## config.mk

```make
export PLATFORM = sky130hd
export DESIGN_NAME = keypad_decoder
export DESIGN_NICKNAME = d
export VERILOG_FILES = /design/src/rtl/keypad_pkg.sv /design/src/rtl/keypad_decoder_sync.sv /design/src/rtl/keypad_decoder.sv
export SDC_FILE = /design/constraint.sdc
export NUM_CORES = 1
export LEC_CHECK = 0
export CAP_MARGIN = 20
export CORE_AREA = 2 2 107 109
export DETAILED_ROUTE_END_ITERATION = 8
export DIE_AREA = 0 0 109 111
export PLACE_DENSITY = 0.48
export RECOVER_POWER = 25
export SETUP_SLACK_MARGIN = 0.3
export SLEW_MARGIN = 5
export SYNTH_ARGS = -nofsm -noshare
export SYNTH_HDL_FRONTEND = slang
export SYNTH_SLANG_ARGS = --single-unit
```

## constraint.sdc

```tcl
create_clock -name clk -period 3.22 [get_ports clk]
set_clock_uncertainty 0.05 [all_clocks]
set_input_delay 0.644 -clock clk [delete_from_list [all_inputs] [get_ports clk]]
set_output_delay 0.644 -clock clk [all_outputs]
set_load 0.05 [all_outputs]
```

## src/rtl/keypad_pkg.sv

```systemverilog
// Shared types, key codes and decode helpers for the 4x4 keypad receiver.
// The optional auto-repeat feature in keypad_decoder is enabled by defining KEYPAD_REPEAT_EN.
package keypad_pkg;

    typedef enum logic [1:0] {
        IDLE,
        DEB_PRESS,
        PRESSED,
        DEB_RELEASE
    } kp_state_t;

    localparam logic [3:0] KEY_A    = 4'hA;
    localparam logic [3:0] KEY_B    = 4'hB;
    localparam logic [3:0] KEY_C    = 4'hC;
    localparam logic [3:0] KEY_D    = 4'hD;
    localparam logic [3:0] KEY_STAR = 4'hE;
    localparam logic [3:0] KEY_HASH = 4'hF;

    // True when exactly one of the four active-low lines is driven low.
    function automatic logic kp_one_low(input logic [3:0] lines);
        return (lines == 4'b0111) || (lines == 4'b1011) ||
               (lines == 4'b1101) || (lines == 4'b1110);
    endfunction

    // Index of the low line, counted from bit 3 (bit 3 -> 0, bit 0 -> 3).
    function automatic logic [1:0] kp_low_idx(input logic [3:0] lines);
        logic [1:0] idx;
        idx = 2'd0;
        case (lines)
            4'b0111: idx = 2'd0;
            4'b1011: idx = 2'd1;
            4'b1101: idx = 2'd2;
            4'b1110: idx = 2'd3;
            default: idx = 2'd0;
        endcase
        return idx;
    endfunction

    function automatic logic [3:0] kp_map(input logic [1:0] row, input logic [1:0] col);
        logic [3:0] code;
        code = 4'h0;
        case ({row, col})
            4'b00_00: code = 4'h1;
            4'b00_01: code = 4'h2;
            4'b00_10: code = 4'h3;
            4'b00_11: code = KEY_A;
            4'b01_00: code = 4'h4;
            4'b01_01: code = 4'h5;
            4'b01_10: code = 4'h6;
            4'b01_11: code = KEY_B;
            4'b10_00: code = 4'h7;
            4'b10_01: code = 4'h8;
            4'b10_10: code = 4'h9;
            4'b10_11: code = KEY_C;
            4'b11_00: code = KEY_STAR;
            4'b11_01: code = 4'h0;
            4'b11_10: code = KEY_HASH;
            4'b11_11: code = KEY_D;
            default:  code = 4'h0;
        endcase
        return code;
    endfunction

endpackage

```

## src/rtl/keypad_decoder_sync.sv

```systemverilog
// Two-flop synchronizer for asynchronous active-low keypad lines; resets to all-ones (nothing pressed).
module kp_sync #(
    parameter int W = 4
) (
    input  logic         clk,
    input  logic         reset_n,
    input  logic [W-1:0] d,
    output logic [W-1:0] q
);

    logic [W-1:0] meta;

    always_ff @(posedge clk or negedge reset_n) begin
        if (!reset_n) begin
            meta <= '1;
            q    <= '1;
        end else begin
            meta <= d;
            q    <= meta;
        end
    end

endmodule

```

## src/rtl/keypad_decoder.sv

```systemverilog
// 4x4 keypad receiver: synchronize, debounce, decode and hand off key events on valid/ready.
// Define KEYPAD_REPEAT_EN to emit auto-repeat events while a key stays held.
import keypad_pkg::*;

module keypad_decoder #(
    parameter int DEBOUNCE_CYCLES = 50000,
    parameter int REPEAT_CYCLES   = 25000000,
    parameter int CNT_W = $clog2(((DEBOUNCE_CYCLES > REPEAT_CYCLES) ?
                                  DEBOUNCE_CYCLES : REPEAT_CYCLES) + 1)
) (
    input  logic       clk,
    input  logic       reset_n,
    input  logic [3:0] kpc,
    input  logic [3:0] kpr,
    output logic [3:0] key_code,
    output logic       key_valid,
    input  logic       key_ready,
    output logic       key_down,
    output logic       overrun
);

    localparam logic [CNT_W-1:0] DEB_TC = CNT_W'(DEBOUNCE_CYCLES - 1);

    logic [3:0]       kpr_sync;
    logic [3:0]       kpc_sync;
    logic             raw_valid;
    logic [3:0]       raw_code;
    kp_state_t        state_q;
    kp_state_t        state_d;
    logic [CNT_W-1:0] cnt_q;
    logic [CNT_W-1:0] cnt_d;
    logic [CNT_W-1:0] cnt_inc;
    logic [3:0]       cand_q;
    logic [3:0]       cand_d;
    logic             press_evt;
    logic             event_any;
    logic             accept;

    kp_sync #(.W(4)) u_sync_kpr (
        .clk     (clk),
        .reset_n (reset_n),
        .d       (kpr),
        .q       (kpr_sync)
    );

    kp_sync #(.W(4)) u_sync_kpc (
        .clk     (clk),
        .reset_n (reset_n),
        .d       (kpc),
        .q       (kpc_sync)
    );

    assign raw_valid = kp_one_low(kpr_sync) && kp_one_low(kpc_sync);
    assign raw_code  = kp_map(kp_low_idx(kpr_sync), kp_low_idx(kpc_sync));

    // Saturating increment so a stuck debounce can never wrap into a false terminal count.
    assign cnt_inc = (cnt_q == '1) ? cnt_q : cnt_q + CNT_W'(1);

    always_ff @(posedge clk or negedge reset_n) begin
        if (!reset_n) begin
            state_q <= IDLE;
            cnt_q   <= '0;
            cand_q  <= 4'h0;
        end else begin
            state_q <= state_d;
            cnt_q   <= cnt_d;
            cand_q  <= cand_d;
        end
    end

    always_comb begin
        state_d   = state_q;
        cnt_d     = cnt_q;
        cand_d    = cand_q;
        press_evt = 1'b0;
        case (state_q)
            IDLE: begin
                if (raw_valid) begin
                    cand_d  = raw_code;
                    cnt_d   = '0;
                    state_d = DEB_PRESS;
                end
            end
            DEB_PRESS: begin
                if (!raw_valid || (raw_code != cand_q)) begin
                    state_d = IDLE;
                end else if (cnt_q == DEB_TC) begin
                    state_d   = PRESSED;
                    press_evt = 1'b1;
                end else begin
                    cnt_d = cnt_inc;
                end
            end
            // Any row still low counts as held, even if the column scanner moved on.
            PRESSED: begin
                if (kpr_sync == 4'b1111) begin
                    cnt_d   = '0;
                    state_d = DEB_RELEASE;
                end
            end
            DEB_RELEASE: begin
                if (kpr_sync != 4'b1111) begin
                    state_d = PRESSED;
                end else if (cnt_q == DEB_TC) begin
                    state_d = IDLE;
                end else begin
                    cnt_d = cnt_inc;
                end
            end
            default: state_d = IDLE;
        endcase
    end

    assign key_down = (state_q == PRESSED) || (state_q == DEB_RELEASE);

`ifdef KEYPAD_REPEAT_EN
    localparam logic [CNT_W-1:0] REP_TC = CNT_W'(REPEAT_CYCLES - 1);

    logic [CNT_W-1:0] rep_q;
    logic [CNT_W-1:0] rep_d;
    logic             rep_evt;

    // Runs only while staying in PRESSED, so every entry (including from DEB_RELEASE) restarts it.
    always_comb begin
        rep_d   = '0;
        rep_evt = 1'b0;
        if ((state_q == PRESSED) && (state_d == PRESSED)) begin
            if (rep_q == REP_TC) begin
                rep_evt = 1'b1;
            end else begin
                rep_d = rep_q + CNT_W'(1);
            end
        end
    end

    always_ff @(posedge clk or negedge reset_n) begin
        if (!reset_n) begin
            rep_q <= '0;
        end else begin
            rep_q <= rep_d;
        end
    end

    assign event_any = press_evt || rep_evt;
`else
    assign event_any = press_evt;
`endif

    assign accept = key_valid && key_ready;

    // A new event arriving in the same cycle as an acceptance replaces the code without overrun.
    always_ff @(posedge clk or negedge reset_n) begin
        if (!reset_n) begin
            key_code  <= 4'h0;
            key_valid <= 1'b0;
            overrun   <= 1'b0;
        end else begin
            if (event_any) begin
                if (!key_valid || accept) begin
                    key_code  <= cand_q;
                    key_valid <= 1'b1;
                end else begin
                    overrun <= 1'b1;
                end
            end else if (accept) begin
                key_valid <= 1'b0;
            end
            if (accept) begin
                overrun <= 1'b0;
            end
        end
    end

endmodule

```

==> results.txt, run 1 <==
----------------------------------------------------
[Run status]
  Run status ... finished, violations left
  Violations in the final reports ... capacitance limit, slew limit

[Setup path]
  Kind of critical path ... flop to flop
  Crit path max fanout ... 5
  Crit path required time ... 3.35 ns
  Arrival time worst endpoint ... 3.01 ns
  Worst setup SP type ... flop
  Category of the worst setup path capture point ... flop

[Pwr]
  Maximum VDD drop ... 0.000230 V
  Pleak ... 1.59 nW
  Power Density ... 390 nW/um2
  Final total power ... 1.55 mW

[Place]
  Placed instance area ... 3610 um2
  Routability congestion estimate from global placement ... 0.794
  Sum of net half-perimeters after detailed placement ... 5570 um
  Number of input and output port buffers inserted ... 17

[Global route]
  Vias in the first global route ... 2648
  Largest net degree at the start of global routing ... 41
  First-pass GRT wire length ... 13600 um
  Total overflow reported by the global router ... 0
  All-layer global routing usage ... 0.140
  Initial antenna violation count ... 0

[Yosys]
  Cell area after technology mapping ... 3220 um2
  Mean instance size in the synthesized netlist ... 9.32 um2
  XOR/XNOR share of the synthesized area ... 0.0163
  Share of the synthesized area in compound gates (AO/OA/AOI/OAI) ... 0.231
  Portion of netlist area occupied by mux cells ... 0.0303
  Sequential-to-total area share from yosys stat ... 0.418
  Post-synth cell types ... 63
  Synth async-reset ratio ... 1.00
  Most common flop cell mapped by yosys ... sky130_fd_sc_hd__dfrtp_1
  Leading cell types by total area after synthesis ... sky130_fd_sc_hd__dfrtp_1 29%, sky130_fd_sc_hd__dfstp_2 13%, sky130_fd_sc_hd__nand2_1 6.2%
  EDFF count, synth ... 0
  Combinational family with the most area after synthesis ... simple AND/OR/NAND/NOR gates
  Area leader, netlist ... sky130_fd_sc_hd__dfrtp_1
  Fraction of the mapped netlist area in simple logic gates ... 0.250
  Synth top area share ... 0.287
  Synthesized Nets ... 360
  Post-synthesis register bit count ... 53
  Yosys synthesis warning count ... 0
  Cell count after synthesis ... 346
  Arithmetic-cell share of the synthesized area counting full adders, half adders and majority gates ... 0.0116
  Most repeated cell in the gate-level netlist after synthesis ... sky130_fd_sc_hd__nand2_1
  Top post-synthesis cells by count ... 53 x sky130_fd_sc_hd__nand2_1, 37 x sky130_fd_sc_hd__dfrtp_1, 16 x sky130_fd_sc_hd__dfstp_2, 15 x sky130_fd_sc_hd__a21oi_1

[Timing]
  Total negative slack ... 0 ns
  Number of endpoints with negative hold slack in the final report ... 0
  Transition time at the pin with the least slew margin ... 2.37 ns
  Final critical path time including I/O delays and setup ... 2.88 ns
  Number of endpoints failing setup at the final stage ... 0
  Final slew viol count ... 41
  Relative slew margins ... -0.580
  Unrepaired setup endpoints after global routing ... yes
  Final clock period utilization by the worst path ... 0.895
  FMAX ... 0.347 GHz

[Final layout]
  Area of all placed cells without fillers ... 3990 um2
  Share of the core filled with cells in the final layout ... 0.360
  Layout area overhead ... 23.7%
  Number of antenna repair diodes ... 0
  Post-layout net count ... 390
  Share of layout cells above drive strength 1 ... 0.228
  Fill cell total of the finished layout ... 1111

[Hold path]
  Class of the most critical hold timing path ... flop to flop

[Drt]
  Detailed router's first-iteration violation count ... 149
  Routed via count ... 2754
  Detailed-route wire length ... 8030 um
  Number of DRC violations after detailed routing ... 0
  Wire length per cell ... 15.5 um
  Number of iterations in the first detailed-routing pass ... 4
  Vias per cell ... 5.30
  Antenna viol nets, final ... 0

[Clock tree]
  CTS tree ... done
  Number of buffers created by CTS ... 5
  Reg clk slew, reported paths ... 0.07 ns
  Sinks on Clock Net ... 53
  Skew-Pair Late Insertion Delay ... 0.30 ns
  Number of H-tree branching levels ... 2
  Maximum root-to-sink buffer count ... 2
  Clock root buffer master ... sky130_fd_sc_hd__clkbuf_16

[Floorplan]
  Die outline area ... 12100 um2
  X dimension of the die ... 109 um
  Site row count ... 39
  Starting utilization of the core area ... 0.291
  Number of top-level pins ... 18
  Chip Height ... 111 um
  Area of the core ... 11100 um2

[Run]
  Total of max-cap violations ... 1

----------------------------------------------------
[cells by family (layout without fill, tap and decap cells)]
logic type               Yosys count  count (layout)
AO/OA/AOI/OAI                     99              99
XOR/XNOR                           6               6
adder cells (fa/ha/maj)            3               3
buffers and inverters             30              61
flip-flops                        53              53
multiplexers                       9               9
AND/OR/NAND/NOR                  146             146
[through the flow]
stage	hold slack [ns]	std cells	setup WS, ns
final	0.307	520	0.338
after detailed placement	0.297	504	0.139
after CTS	0.308	516	0.295
after global placement	0.297	504	0.198
after global routing	0.314	520	0.245
after floorplan	0.295	346	0.351
[power breakdown]
part / switching, mW / internal, mW
Clock: 0.258 / 0.342
Combinational: 0.126 / 0.0981
Sequential: 0.0311 / 0.699
[layer usage]
| metal | wire length, um | vias up | part of all wire | track usage |
|---|---|---|---|---|
| li1 | - | 1370 | - | - |
| met1 | 3940 | 1338 | 0.49 | 0.197 |
| met2 | 3790 | 39 | 0.47 | 0.219 |
| met3 | 218 | 7 | 0.027 | 0.0235 |
| met4 | 85 | 0 | 0.011 | 0.0402 |
| met5 | 0 | - | 0 | 0 |
[sequential cells by signal (all words and copies together) (netlist names)]
signal / count
u_sync_kpc.meta: 4
overrun: 1
u_sync_kpr.q: 4
u_sync_kpc.q: 4
key_valid: 1
cnt_q: 25
u_sync_kpr.meta: 4
state_q: 2
key_code: 4
cand_q: 4
[area by class of cell]
type / instances / area [um2] / share of cell area
clock buffers: 6 / 150 / 0.0377
clock inverters: 2 / 17.5 / 0.00439
inverters: 9 / 33.8 / 0.00847
multi-input cells: 263 / 1860 / 0.466
flip-flops and latches: 53 / 1350 / 0.338
well taps: 143 / 179 / 0.0449
repair buffers: 44 / 403 / 0.101
[worst max-delay path: stages (launching register included)]
cell and delay [ns]:
sky130_fd_sc_hd__dfstp_2 0.60, sky130_fd_sc_hd__xnor2_2 0.08, sky130_fd_sc_hd__or2_4 0.29, sky130_fd_sc_hd__ha_4 0.16, sky130_fd_sc_hd__a21bo_1 0.19, sky130_fd_sc_hd__a21boi_4 0.19, sky130_fd_sc_hd__mux2_4 0.33, sky130_fd_sc_hd__o2111a_2 0.33
sky130_fd_sc_hd__buf_12 0.15, sky130_fd_sc_hd__nand3_4 0.08, sky130_fd_sc_hd__mux2_4 0.31
[cells in the final DEF (no fill, tap or decap), types with 4 or more instances in the layout]
cell,n
sky130_fd_sc_hd__nand4b_1,8
sky130_fd_sc_hd__nand3_1,8
sky130_fd_sc_hd__nor4_1,5
sky130_fd_sc_hd__mux2_4,5
sky130_fd_sc_hd__o211ai_1,12
sky130_fd_sc_hd__inv_1,9
sky130_fd_sc_hd__a31oi_1,5
sky130_fd_sc_hd__dfstp_2,16
sky130_fd_sc_hd__a21oi_1,15
sky130_fd_sc_hd__a221o_1,4
sky130_fd_sc_hd__buf_4,22
sky130_fd_sc_hd__nor3_1,11
sky130_fd_sc_hd__dfrtp_1,37
sky130_fd_sc_hd__nor2_1,12
sky130_fd_sc_hd__clkdlybuf4s50_1,8
sky130_fd_sc_hd__and3_1,8
sky130_fd_sc_hd__or4_1,5
sky130_fd_sc_hd__a211oi_1,12
sky130_fd_sc_hd__nand4_1,5
sky130_fd_sc_hd__dlygate4sd3_1,8
sky130_fd_sc_hd__nand2_1,52
sky130_fd_sc_hd__or3_1,6
sky130_fd_sc_hd__clkbuf_16,6
sky130_fd_sc_hd__o21ai_0,9
sky130_fd_sc_hd__nand3b_1,5
sky130_fd_sc_hd__a211o_1,8
[worst paths after layout]
kind	startpoint	to	slack, ns	cells after the start
max	u_sync_kpc.q[0]	key_code[1]	0.34	10
min	u_sync_kpr.meta[2]	u_sync_kpr.q[2]	0.31	0
max reg2reg	u_sync_kpc.q[0]	key_code[1]	0.34	10
min reg2reg	u_sync_kpr.meta[2]	u_sync_kpr.q[2]	0.31	0
max in group asynchronous	reset_n	cnt_q[3]	0.76	1
min in group asynchronous	reset_n	cand_q[2]	1.01	1
[repair_timing]
action | CTS | global route
gates resized for setup | 17 | 16
setup buffers | 4 | 4
pin swaps | 3 | 9
setup endpoints to repair | 29 | 30
hold buffers | 0 | 0
No activity file was read; power rests on OpenSTA's default activity.
==> inputs of run 2 (changes only) <==
--- a/config.mk
+++ b/config.mk
@@ -9,7 +9,8 @@
 export CORE_AREA = 2 2 107 109
 export DETAILED_ROUTE_END_ITERATION = 8
 export DIE_AREA = 0 0 109 111
-export PLACE_DENSITY = 0.48
+export GPL_TIMING_DRIVEN = 1
+export PLACE_DENSITY = 0.5
 export RECOVER_POWER = 25
 export SETUP_SLACK_MARGIN = 0.3
 export SLEW_MARGIN = 5
==> results.txt, run 2 (synthesized netlist as in run 1, its figures left out) <==
----------------------------------------------------
[Run status]
  Run status ... finished, final reports clean (was finished, violations left)

[Clock tree]
  Clock root buffer master ... sky130_fd_sc_hd__clkbuf_16 (unchanged)
  Maximum root-to-sink buffer count ... 2 (unchanged)
  Sinks on Clock Net ... 53 (unchanged)
  Number of buffers created by CTS ... 5 (unchanged)
  Number of H-tree branching levels ... 2 (unchanged)
  Reg clk slew, reported paths ... 0.07 ns (about the same)
  Skew-Pair Late Insertion Delay ... 0.29 ns (was 0.30 ns)
  CTS tree ... done (unchanged)
  Quantity of hold-fixing buffers added after cts ... 0 (unchanged)

[Setup path]
  Delay of the slowest critical-path stage ... 0.59 ns (was 0.60 ns)
  Worst setup SP type ... flop (unchanged)
  Reg2reg path depth ... 10 (unchanged)
  Category of the worst setup path capture point ... flop (unchanged)
  Ordered list of cells on the worst path ... xnor2_2 > or2_4 > ha_4 > o22a_1 > a211oi_2 > nor4_4 > o2111a_2 > o21ai_4 > clkbuf_16 > a211o_1 (was xnor2_2 > or2_4 > ha_4 > a21bo_1 > a21boi_4 > mux2_4 > o2111a_2 > buf_12 > nand3_4 > mux2_4)
  Arrival time worst endpoint ... 3.09 ns (was 3.01 ns)
  Crit path max fanout ... 7 (was 5)
  Crit path required time ... 3.35 ns (about the same)
  Kind of critical path ... flop to flop (unchanged)
  Slowest cell on crit path ... sky130_fd_sc_hd__dfstp_2 (unchanged)

[Pwr]
  Switching power as a share of total power ... 0.263 (was 0.267)
  Cell-internal power ... 1.15 mW (was 1.14 mW)
  Maximum VDD drop ... 0.000215 V (was 0.000230 V)
  Relative contribution of sequential cells to total power ... 0.468 (was 0.470)
  Logic pwr share ... 0.149 (was 0.144)
  Final total power ... 1.56 mW (was 1.55 mW)
  Pleak ... 1.60 nW (was 1.59 nW)
  Power Density ... 389 nW/um2 (was 390 nW/um2)
  Clock power share ... 0.382 (was 0.386)
  Switching power ... 0.410 mW (was 0.415 mW)

[Final layout]
  Largest register by flop count ... cnt_q (unchanged)
  Number of antenna repair diodes ... 0 (unchanged)
  Share of layout cells above drive strength 1 ... 0.226 (was 0.228)
  Max FFs per register ... 25 (unchanged)
  Post-layout net count ... 394 (was 390)
  Most common cell after layout, fill and taps aside ... sky130_fd_sc_hd__nand2_1 (unchanged)
  Layout area overhead ... 24.1% (was 23.7%)
  Leading cell types in the layout, fill and taps excluded ... 51 x sky130_fd_sc_hd__nand2_1, 37 x sky130_fd_sc_hd__dfrtp_1, 27 x sky130_fd_sc_hd__buf_4 (was 52 x sky130_fd_sc_hd__nand2_1, 37 x sky130_fd_sc_hd__dfrtp_1, 22 x sky130_fd_sc_hd__buf_4)
  Fill cell total of the finished layout ... 1101 (was 1111)

[Drt]
  Routed via count ... 2795 (was 2754)
  Number of DRC violations after detailed routing ... 0 (unchanged)
  Vias per cell ... 5.33 (was 5.30)
  Antenna viol nets, final ... 0 (unchanged)
  Detailed router's first-iteration violation count ... 159 (was 149)
  Wire length per cell ... 15.1 um (was 15.5 um)
  Detailed-route wire length ... 7910 um (was 8030 um)
  Number of iterations in the first detailed-routing pass ... 4 (unchanged)

[Hold path]
  Number of instances on the worst hold path ... 0 (unchanged)
  Class of the most critical hold timing path ... flop to flop (unchanged)

[Global route]
  Largest net degree at the start of global routing ... 41 (unchanged)
  Vias in the first global route ... 2576 (was 2648)
  Total overflow reported by the global router ... 0 (unchanged)
  First-pass GRT wire length ... 13000 um (was 13600 um)
  Initial antenna violation count ... 0 (unchanged)
  All-layer global routing usage ... 0.134 (was 0.140)

[Timing]
  Number of endpoints with negative hold slack in the final report ... 0 (unchanged)
  FMAX ... 0.337 GHz (was 0.347 GHz)
  Transition time at the pin with the least slew margin ... 1.32 ns (was 2.37 ns)
  Final critical path time including I/O delays and setup ... 2.96 ns (was 2.88 ns)
  Tightest hold margin ... 0.307 ns (about the same)
  Final clock period utilization by the worst path ... 0.921 (was 0.895)
  Unrepaired setup endpoints after global routing ... yes (unchanged)
  Number of endpoints failing setup at the final stage ... 0 (unchanged)
  Relative slew margins ... 0.122 (was -0.580)
  Final slew viol count ... 0 (was 41)

[Floorplan]
  Area of the core ... 11100 um2 (unchanged)
  Site row count ... 39 (unchanged)
  Number of top-level pins ... 18 (unchanged)
  Chip Height ... 111 um (unchanged)
  Die outline area ... 12100 um2 (unchanged)
  X dimension of the die ... 109 um (unchanged)
  Starting utilization of the core area ... 0.291 (unchanged)

[Place]
  Number of input and output port buffers inserted ... 17 (unchanged)
  Routability congestion estimate from global placement ... 0.778 (was 0.794)
  Sum of net half-perimeters after detailed placement ... 5450 um (was 5570 um)

[Run]
  Total of max-cap violations ... 0 (was 1)

----------------------------------------------------
run 2: changes by cell type in the layout (fill, tap and decap cells not counted), sizes merged:
cell and delta:
buf +3, clkbuf +1, clkdlybuf4s50 +8, clkinv +1
dlygate4sd3 -8, inv -1
run 2: through the flow:
stage / setup WS, ns / instances / utilization / setup TNS [ns] / area, um2
after global routing: 0.154 / 524 / 0.361 / 0 / 4000
after global placement: 0.0780 / 503 / 0.326 / 0 / 3610
after floorplan: 0.351 / 346 / - / 0 / 3220
after CTS: 0.281 / 516 / 0.347 / 0 / 3850
after detailed placement: -0.0419 / 503 / 0.326 / -0.131 / 3610
final: 0.256 / 524 / 0.361 / 0 / 4000
run 2: area by class of cell:
class,count,area (um2),share of cell area
Clock buffer,6,150,0.0375
Clock inverter,2,20.0,0.00500
Inverter,9,33.8,0.00844
Multi-Input combinational cell,263,1830,0.457
Sequential cell,53,1350,0.336
Tap cell,143,179,0.0447
Timing Repair Buffer,48,443,0.111
run 2: metal layers:
layer	wire length, um	up-vias	global-route usage
li1	-	1374	-
met5	0	-	0
met1	3840	1349	0.188
met4	95	0	0.0402
met3	313	7	0.0223
met2	3660	65	0.209
run 2: final timing paths:
| kind | start | to | slack, ns |
|---|---|---|---|
| worst min-delay path | u_sync_kpc.meta[1] | u_sync_kpc.q[1] | 0.31 |
| worst max register to register | u_sync_kpc.q[2] | cnt_q[10] | 0.26 |
| worst max-delay path | u_sync_kpc.q[2] | cnt_q[10] | 0.26 |
| min in group asynchronous | reset_n | cnt_q[17] | 0.58 |
| max in group asynchronous | reset_n | u_sync_kpc.q[0] | 1.44 |
| worst min register to register | u_sync_kpc.meta[1] | u_sync_kpc.q[1] | 0.31 |
run 2: critical path: cells and delay by family (launching register included):
kind                       cells  cell delay (ns)
AOI/OAI and AO/OA              5             1.02
and+or+nand+nor                2             0.64
DFF                            1             0.59
adders and majority gates      1             0.27
buffers and inverters          1             0.18
xor gates and xnor gates       1             0.09
run 2: timing repair:
item | 4_1_cts | 5_1_grt
gates cloned | 0 | 1
pin swaps | 1 | 19
buffers inserted | 5 | 7
gates resized for setup | 5 | 15
endpoints found under the setup margin | 31 | 30
run 2: power by group through the flow:
stage	Clock [mW]	Sequential, mW	Combinational (mW)
floorplan	0	0.733	0.126
global placement	0	0.740	0.196
detailed placement	0	0.741	0.198
CTS	0.619	0.729	0.209
global route	0.645	0.737	0.256
finish	0.596	0.730	0.233
